**src/rtl/leela_pkg.sv**
```systemverilog
// Shared encodings and constants for the leela Wishbone masters.
package leela_pkg;
  localparam logic [1:0] ST_IDLE  = 2'd0;
  localparam logic [1:0] ST_WDATA = 2'd1;
  localparam logic [1:0] ST_BUS   = 2'd2;
  localparam logic [1:0] ST_RESP  = 2'd3;

  localparam logic [3:0]  WB_SEL_ALL = 4'hF;
  localparam logic [31:0] ADR_STEP   = 32'd4;
endpackage

```
**src/rtl/leela_wb_timeout.sv**
```systemverilog
// Ack-stall watchdog: 16-bit counter with clear/enable.
// hit flags the enabled cycle on which the count reaches TIMEOUT.
module leela_wb_timeout #(
  parameter int TIMEOUT = 255
) (
  input  logic clk,
  input  logic rst,
  input  logic clr,
  input  logic en,
  output logic hit
);
  logic [15:0] cnt_q, cnt_d;

  always_comb begin
    cnt_d = cnt_q;
    if (clr) begin
      cnt_d = '0;
    end else if (en) begin
      cnt_d = cnt_q + 16'd1;
    end
  end

  always_ff @(posedge clk) begin
    if (rst) cnt_q <= '0;
    else     cnt_q <= cnt_d;
  end

  assign hit = en && (cnt_q == 16'(TIMEOUT - 1));
endmodule

```
**src/rtl/leela_wb_master.sv**
```systemverilog
// Wishbone classic initiator: runs a command as single-word cycles with incrementing address.
// All outputs registered; aborts with err_o on wb_err_i or ack timeout.
module leela_wb_master
  import leela_pkg::*;
#(
  parameter int LEN_W   = 8,
  parameter int TIMEOUT = 255
) (
  input  logic             clk,
  input  logic             rst,
  input  logic             cmd_valid,
  output logic             cmd_ready,
  input  logic             cmd_we,
  input  logic [31:0]      cmd_adr,
  input  logic [LEN_W-1:0] cmd_len,
  input  logic             wd_valid,
  output logic             wd_ready,
  input  logic [31:0]      wd_data,
  output logic             rd_valid,
  input  logic             rd_ready,
  output logic [31:0]      rd_data,
  output logic             done_o,
  output logic             err_o,
  output logic [31:0]      wb_adr_o,
  output logic [31:0]      wb_dat_o,
  input  logic [31:0]      wb_dat_i,
  output logic             wb_we_o,
  output logic [3:0]       wb_sel_o,
  output logic             wb_cyc_o,
  output logic             wb_stb_o,
  input  logic             wb_ack_i,
  input  logic             wb_err_i
);
  logic [1:0]       state_q, state_d;
  logic             we_q, we_d;
  logic [31:0]      adr_q, adr_d;
  logic [LEN_W-1:0] beats_q, beats_d;
  logic [31:0]      wdat_q, wdat_d;
  logic [31:0]      rdat_q, rdat_d;
  logic             cyc_q, cyc_d;
  logic             stb_q, stb_d;
  logic             rdv_q, rdv_d;
  logic             cmd_rdy_q, cmd_rdy_d;
  logic             wd_rdy_q, wd_rdy_d;
  logic             done_q, done_d;
  logic             err_q, err_d;
  logic             last_beat;
  logic             to_hit;

  assign last_beat = (beats_q == '0);

  leela_wb_timeout #(.TIMEOUT(TIMEOUT)) u_timeout (
    .clk (clk),
    .rst (rst),
    .clr (state_q != ST_BUS),
    .en  ((state_q == ST_BUS) && !wb_ack_i && !wb_err_i),
    .hit (to_hit)
  );

  always_comb begin
    state_d = state_q;
    we_d    = we_q;
    adr_d   = adr_q;
    beats_d = beats_q;
    wdat_d  = wdat_q;
    rdat_d  = rdat_q;
    done_d  = 1'b0;
    err_d   = 1'b0;
    case (state_q)
      ST_IDLE: begin
        if (cmd_valid) begin
          we_d    = cmd_we;
          adr_d   = cmd_adr & ~32'h3;
          beats_d = cmd_len;
          state_d = cmd_we ? ST_WDATA : ST_BUS;
        end
      end
      ST_WDATA: begin
        if (wd_valid) begin
          wdat_d  = wd_data;
          state_d = ST_BUS;
        end
      end
      ST_BUS: begin
        // ack wins over err when a slave raises both
        if (wb_ack_i) begin
          if (!we_q) begin
            rdat_d  = wb_dat_i;
            state_d = ST_RESP;
          end else if (last_beat) begin
            done_d  = 1'b1;
            state_d = ST_IDLE;
          end else begin
            adr_d   = adr_q + ADR_STEP;
            beats_d = beats_q - LEN_W'(1);
            state_d = ST_WDATA;
          end
        end else if (wb_err_i || to_hit) begin
          err_d   = 1'b1;
          state_d = ST_IDLE;
        end
      end
      ST_RESP: begin
        if (rd_ready) begin
          if (last_beat) begin
            done_d  = 1'b1;
            state_d = ST_IDLE;
          end else begin
            adr_d   = adr_q + ADR_STEP;
            beats_d = beats_q - LEN_W'(1);
            state_d = ST_BUS;
          end
        end
      end
      default: state_d = ST_IDLE;
    endcase

    // cyc stays low while waiting for the first write word, then holds across beats
    cyc_d     = (state_d == ST_BUS) || (state_d == ST_RESP) ||
                ((state_d == ST_WDATA) && cyc_q);
    stb_d     = (state_d == ST_BUS);
    rdv_d     = (state_d == ST_RESP);
    cmd_rdy_d = (state_d == ST_IDLE);
    wd_rdy_d  = (state_d == ST_WDATA);
  end

  always_ff @(posedge clk) begin
    if (rst) begin
      state_q   <= ST_IDLE;
      we_q      <= 1'b0;
      adr_q     <= '0;
      beats_q   <= '0;
      wdat_q    <= '0;
      rdat_q    <= '0;
      cyc_q     <= 1'b0;
      stb_q     <= 1'b0;
      rdv_q     <= 1'b0;
      cmd_rdy_q <= 1'b1;
      wd_rdy_q  <= 1'b0;
      done_q    <= 1'b0;
      err_q     <= 1'b0;
    end else begin
      state_q   <= state_d;
      we_q      <= we_d;
      adr_q     <= adr_d;
      beats_q   <= beats_d;
      wdat_q    <= wdat_d;
      rdat_q    <= rdat_d;
      cyc_q     <= cyc_d;
      stb_q     <= stb_d;
      rdv_q     <= rdv_d;
      cmd_rdy_q <= cmd_rdy_d;
      wd_rdy_q  <= wd_rdy_d;
      done_q    <= done_d;
      err_q     <= err_d;
    end
  end

  assign cmd_ready = cmd_rdy_q;
  assign wd_ready  = wd_rdy_q;
  assign rd_valid  = rdv_q;
  assign rd_data   = rdat_q;
  assign done_o    = done_q;
  assign err_o     = err_q;
  assign wb_adr_o  = adr_q;
  assign wb_dat_o  = wdat_q;
  assign wb_we_o   = we_q;
  assign wb_cyc_o  = cyc_q;
  assign wb_stb_o  = stb_q;
  assign wb_sel_o  = stb_q ? WB_SEL_ALL : 4'h0;
endmodule

```
**config.mk**
```make
export PLATFORM = sky130hd
export DESIGN_NAME = leela_wb_master
export DESIGN_NICKNAME = d
export VERILOG_FILES = /design/src/rtl/leela_pkg.sv /design/src/rtl/leela_wb_timeout.sv /design/src/rtl/leela_wb_master.sv
export SDC_FILE = /design/constraint.sdc
export NUM_CORES = 1
export LEC_CHECK = 0
export BUFFER_PORTS_ARGS = -buffer_cell sky130_fd_sc_hd__buf_2
export CAP_MARGIN = 15
export CORE_MARGIN = 1.5
export CORE_UTILIZATION = 51
export CTS_BUF_LIST = sky130_fd_sc_hd__clkbuf_8
export DETAILED_ROUTE_END_ITERATION = 16
export GPL_TIMING_DRIVEN = 0
export PLACE_DENSITY = 0.82
export SYNTH_ARGS = -nofsm -noshare
export SYNTH_HDL_FRONTEND = slang
export SYNTH_SLANG_ARGS = --single-unit
```
**constraint.sdc**
```tcl
create_clock -name clk -period 2.63 [get_ports clk]
set_clock_uncertainty 0.05 [all_clocks]
set_input_delay 0.1315 -clock clk [delete_from_list [all_inputs] [get_ports clk]]
set_output_delay 0.1315 -clock clk [all_outputs]
set_load 0.02 [all_outputs]
```
==> run summary <==
CP arrival: 2740 ps
GRT Total Usage: 33.62%
Clock Power Share: 33.8%
Area grow syn2layout: 44.11%
FF+latch count, synth: 128
Layout Nets: 1202
Die Area: 0.01219 mm²
Yosys Warn Count: 0
Hpwl dp: 12.87 mm
Max-Cap Viols: 0
Vias in the first global route: 6821
RD Place Congestion: 0.9093
Total CTS buffers: 17
Fin. Hold Viols: 0
Combinational power share: 22.8%
Mapped Avg Cell Area: 7.765 µm²
Starting density of the core: 51.99%
Antenna cells: 0
Final setup viols: 0
DRT antenna net count: 0
Core Util, Final: 74.92%
Post-DR vias/cell: 5.676
Die width: 110.4 µm
Switching pwr: 1.626 mW
RSZ-0062 raised after global routing: no
Status: complete, no violations
Post-place setup slack: 245.0 ps
Initial antenna violation count: 0
Top cell type's share of synthesized area: 43.54%
CP required: 2980 ps
Pwr/cell area: 599.8 mW/mm²
CTS sink count: 128
Worst Max-Slew Pin Slew: 756.2 ps
Synth async-reset ratio: 0%
CTS tree: done
Crit start category: register
Min-Delay Path Class: primary input to register
VDD IR max: 517.3 µV
Crit-path max FO: 8
Yosys top cell by area: dfxtp_1
Setup TNS: 0 ps
Root Buffer: clkbuf_8
Worst-path clk slew: 80 ps
Chip height: 110.4 µm
Final hold slack: 26.29 ps
Worst setup margin: 242.7 ps
Synth top area cells: dfxtp_1 44%, nand2_1 11%, a21oi_1 9.2%
Sequential cell area: 0.002562 mm²
CP endpoint kind: register
Commonest cells post-synth: 172 x nand2_1, 128 x dfxtp_1, 108 x a21oi_1
CTS Buffer Depth: 2
Core area: 0.01132 mm²
Area after DPL: 0.007144 mm²
Clock H-tree levels: 4
Worst rel slew slack: 49.43%
DRC Markers: 0
First-pass GRT wire length: 33.05 mm
Drt initial violations: 691
Flop pwr share: 43.4%
Mapped Cells: 758
Count leader, synth: nand2_1
Top-level port count: 220
Final Max Slew Viols: 0
Row Count: 39
Period utilization: 90.77%
Gr ovfl total: 0
Via count: 7049
Sequential-to-total area share from yosys stat: 43.54%
Sw Ratio: 31.95%
Most used DFF post-synth: dfxtp_1
Fillers: 854
Fmax: 418.9 MHz
Drt first pass iters: 5
Cell Int Power: 3.462 mW
Yosys cell types: 61
Worst-Skew Late Latency: 460 ps
Layout cells sized above 1: 24.75%
Final Cell Area: 0.008482 mm²
Routed len/inst: 16.85 µm
Minimum clock period: 2387 ps
Largest net degree at the start of global routing: 17
Footprint of the multi-input gates: 0.003030 mm²
Number of flops mapped to enable cells by yosys: 0
Post-Syn Area: 0.005886 mm²
Final wirelength: 20.92 mm
# port buffers: 215
Critical path class: register to register
Leakage: 3.497 nW
[layout make-up]
| cell class | instances | area share, % |
|---|---|---|
| Multi-Input combinational cell | 562 | 35.73 |
| Sequential cell | 128 | 30.21 |
| Timing Repair Buffer | 308 | 23.66 |
| Clock buffer | 21 | 3.408 |
| Buffer | 57 | 3.024 |
| Tap cell | 143 | 2.109 |
| Clock inverter | 11 | 1.328 |
| Inverter | 12 | 0.5311 |
[layout by cell type, fill, tap and decap left out, types with 5 or more instances in the layout]
cell	synthesis	final
o21ai_0	19	19
and3_1	5	5
or4_1	6	6
dlygate4sd3_1	0	93
a211oi_1	13	13
nor4_1	11	11
o22ai_1	7	7
buf_2	1	216
clkbuf_8	0	21
buf_4	7	7
nand4_1	14	14
nor2b_1	9	9
dfxtp_1	128	128
a21oi_1	108	108
o32ai_1	5	5
inv_1	12	13
nand2_1	172	172
clkbuf_1	46	46
nor2_1	38	38
a31oi_1	9	9
nand3_1	27	27
xnor2_1	6	6
o21ai_1	9	9
clkinv_2	0	5
nor3_1	16	16
and2_1	7	7
or3_1	10	10
[path summary, 6_finish.rpt]
path / startpoint / endpoint / slack [ps] / cells after the start
max: state_q[0]$_SDFF_PP0_ / err_o$_SDFF_PP0_ / 240 / 6
min: cmd_adr[7] / wb_adr_o[7]$_SDFFE_PP0P_ / 30 / 4
max reg2reg: state_q[0]$_SDFF_PP0_ / err_o$_SDFF_PP0_ / 240 / 6
min reg2reg: wb_dat_o[13]$_SDFFE_PP0P_ / wb_dat_o[13]$_SDFFE_PP0P_ / 400 / 2
[logic make-up after synthesis]
kind of cell / count (synthesis) / share of synthesized area (%)
and+or+nand+nor: 345 / 28.83
AOI/OAI and AO/OA: 201 / 20.07
DFF: 128 / 43.54
buffers and inverters: 69 / 5.123
xor gates and xnor gates: 8 / 1.191
adders and majority gates: 4 / 0.8504
muxes: 2 / 0.3401
other: 1 / 0.06371
[worst max-delay path: stages, from the launching register on]
cell           delay (ps)
dfxtp_1               390
nor4b_4               510
nand3_1               130
nor3_1                400
nor2_1                120
nor3_1                180
dlygate4sd3_1         570
[power by group through the flow]
stage | logic (mW) | registers (mW) | clock network, mW
final | 1.16 | 2.21 | 1.72
after global routing | 1.24 | 2.23 | 1.81
after CTS | 1.12 | 2.20 | 1.72
after detailed placement | 1.01 | 2.24 | 0
after global placement | 0.998 | 2.24 | 0
after floorplan | 0.523 | 2.35 | 0
[metrics by stage]
step,std cells,total power [mW]
floorplan,759,2.869
global placement,1117,3.240
detailed placement,1117,3.255
CTS,1242,5.046
global route,1242,5.283
finish,1242,5.087
[per-layer routing]
metal	share of wire, %	vias to the layer above	global-route usage [%]
li1	-	3335	-
met1	39	3205	39.76
met2	48	410	56.17
met3	7.8	99	8.397
met4	4.6	0	17.86
met5	0	-	0
[timing repair]
action,in CTS,in global routing
gates resized for setup,0,1
setup buffers,0,0
endpoints found under the setup margin,0,1
endpoints found under the hold margin,92,0
hold buffers,93,0
[flip-flops by register name, summed over array words and instances (netlist names)]
signal	cells
err_o	1
wd_ready	1
beats_q	8
wb_adr_o	30
wb_dat_o	32
done_o	1
rd_data	32
wb_stb_o	1
rd_valid	1
state_q	2
wb_we_o	1
u_timeout.cnt_q	16
wb_cyc_o	1
cmd_ready	1
No activity file was read; power rests on OpenSTA's default activity.
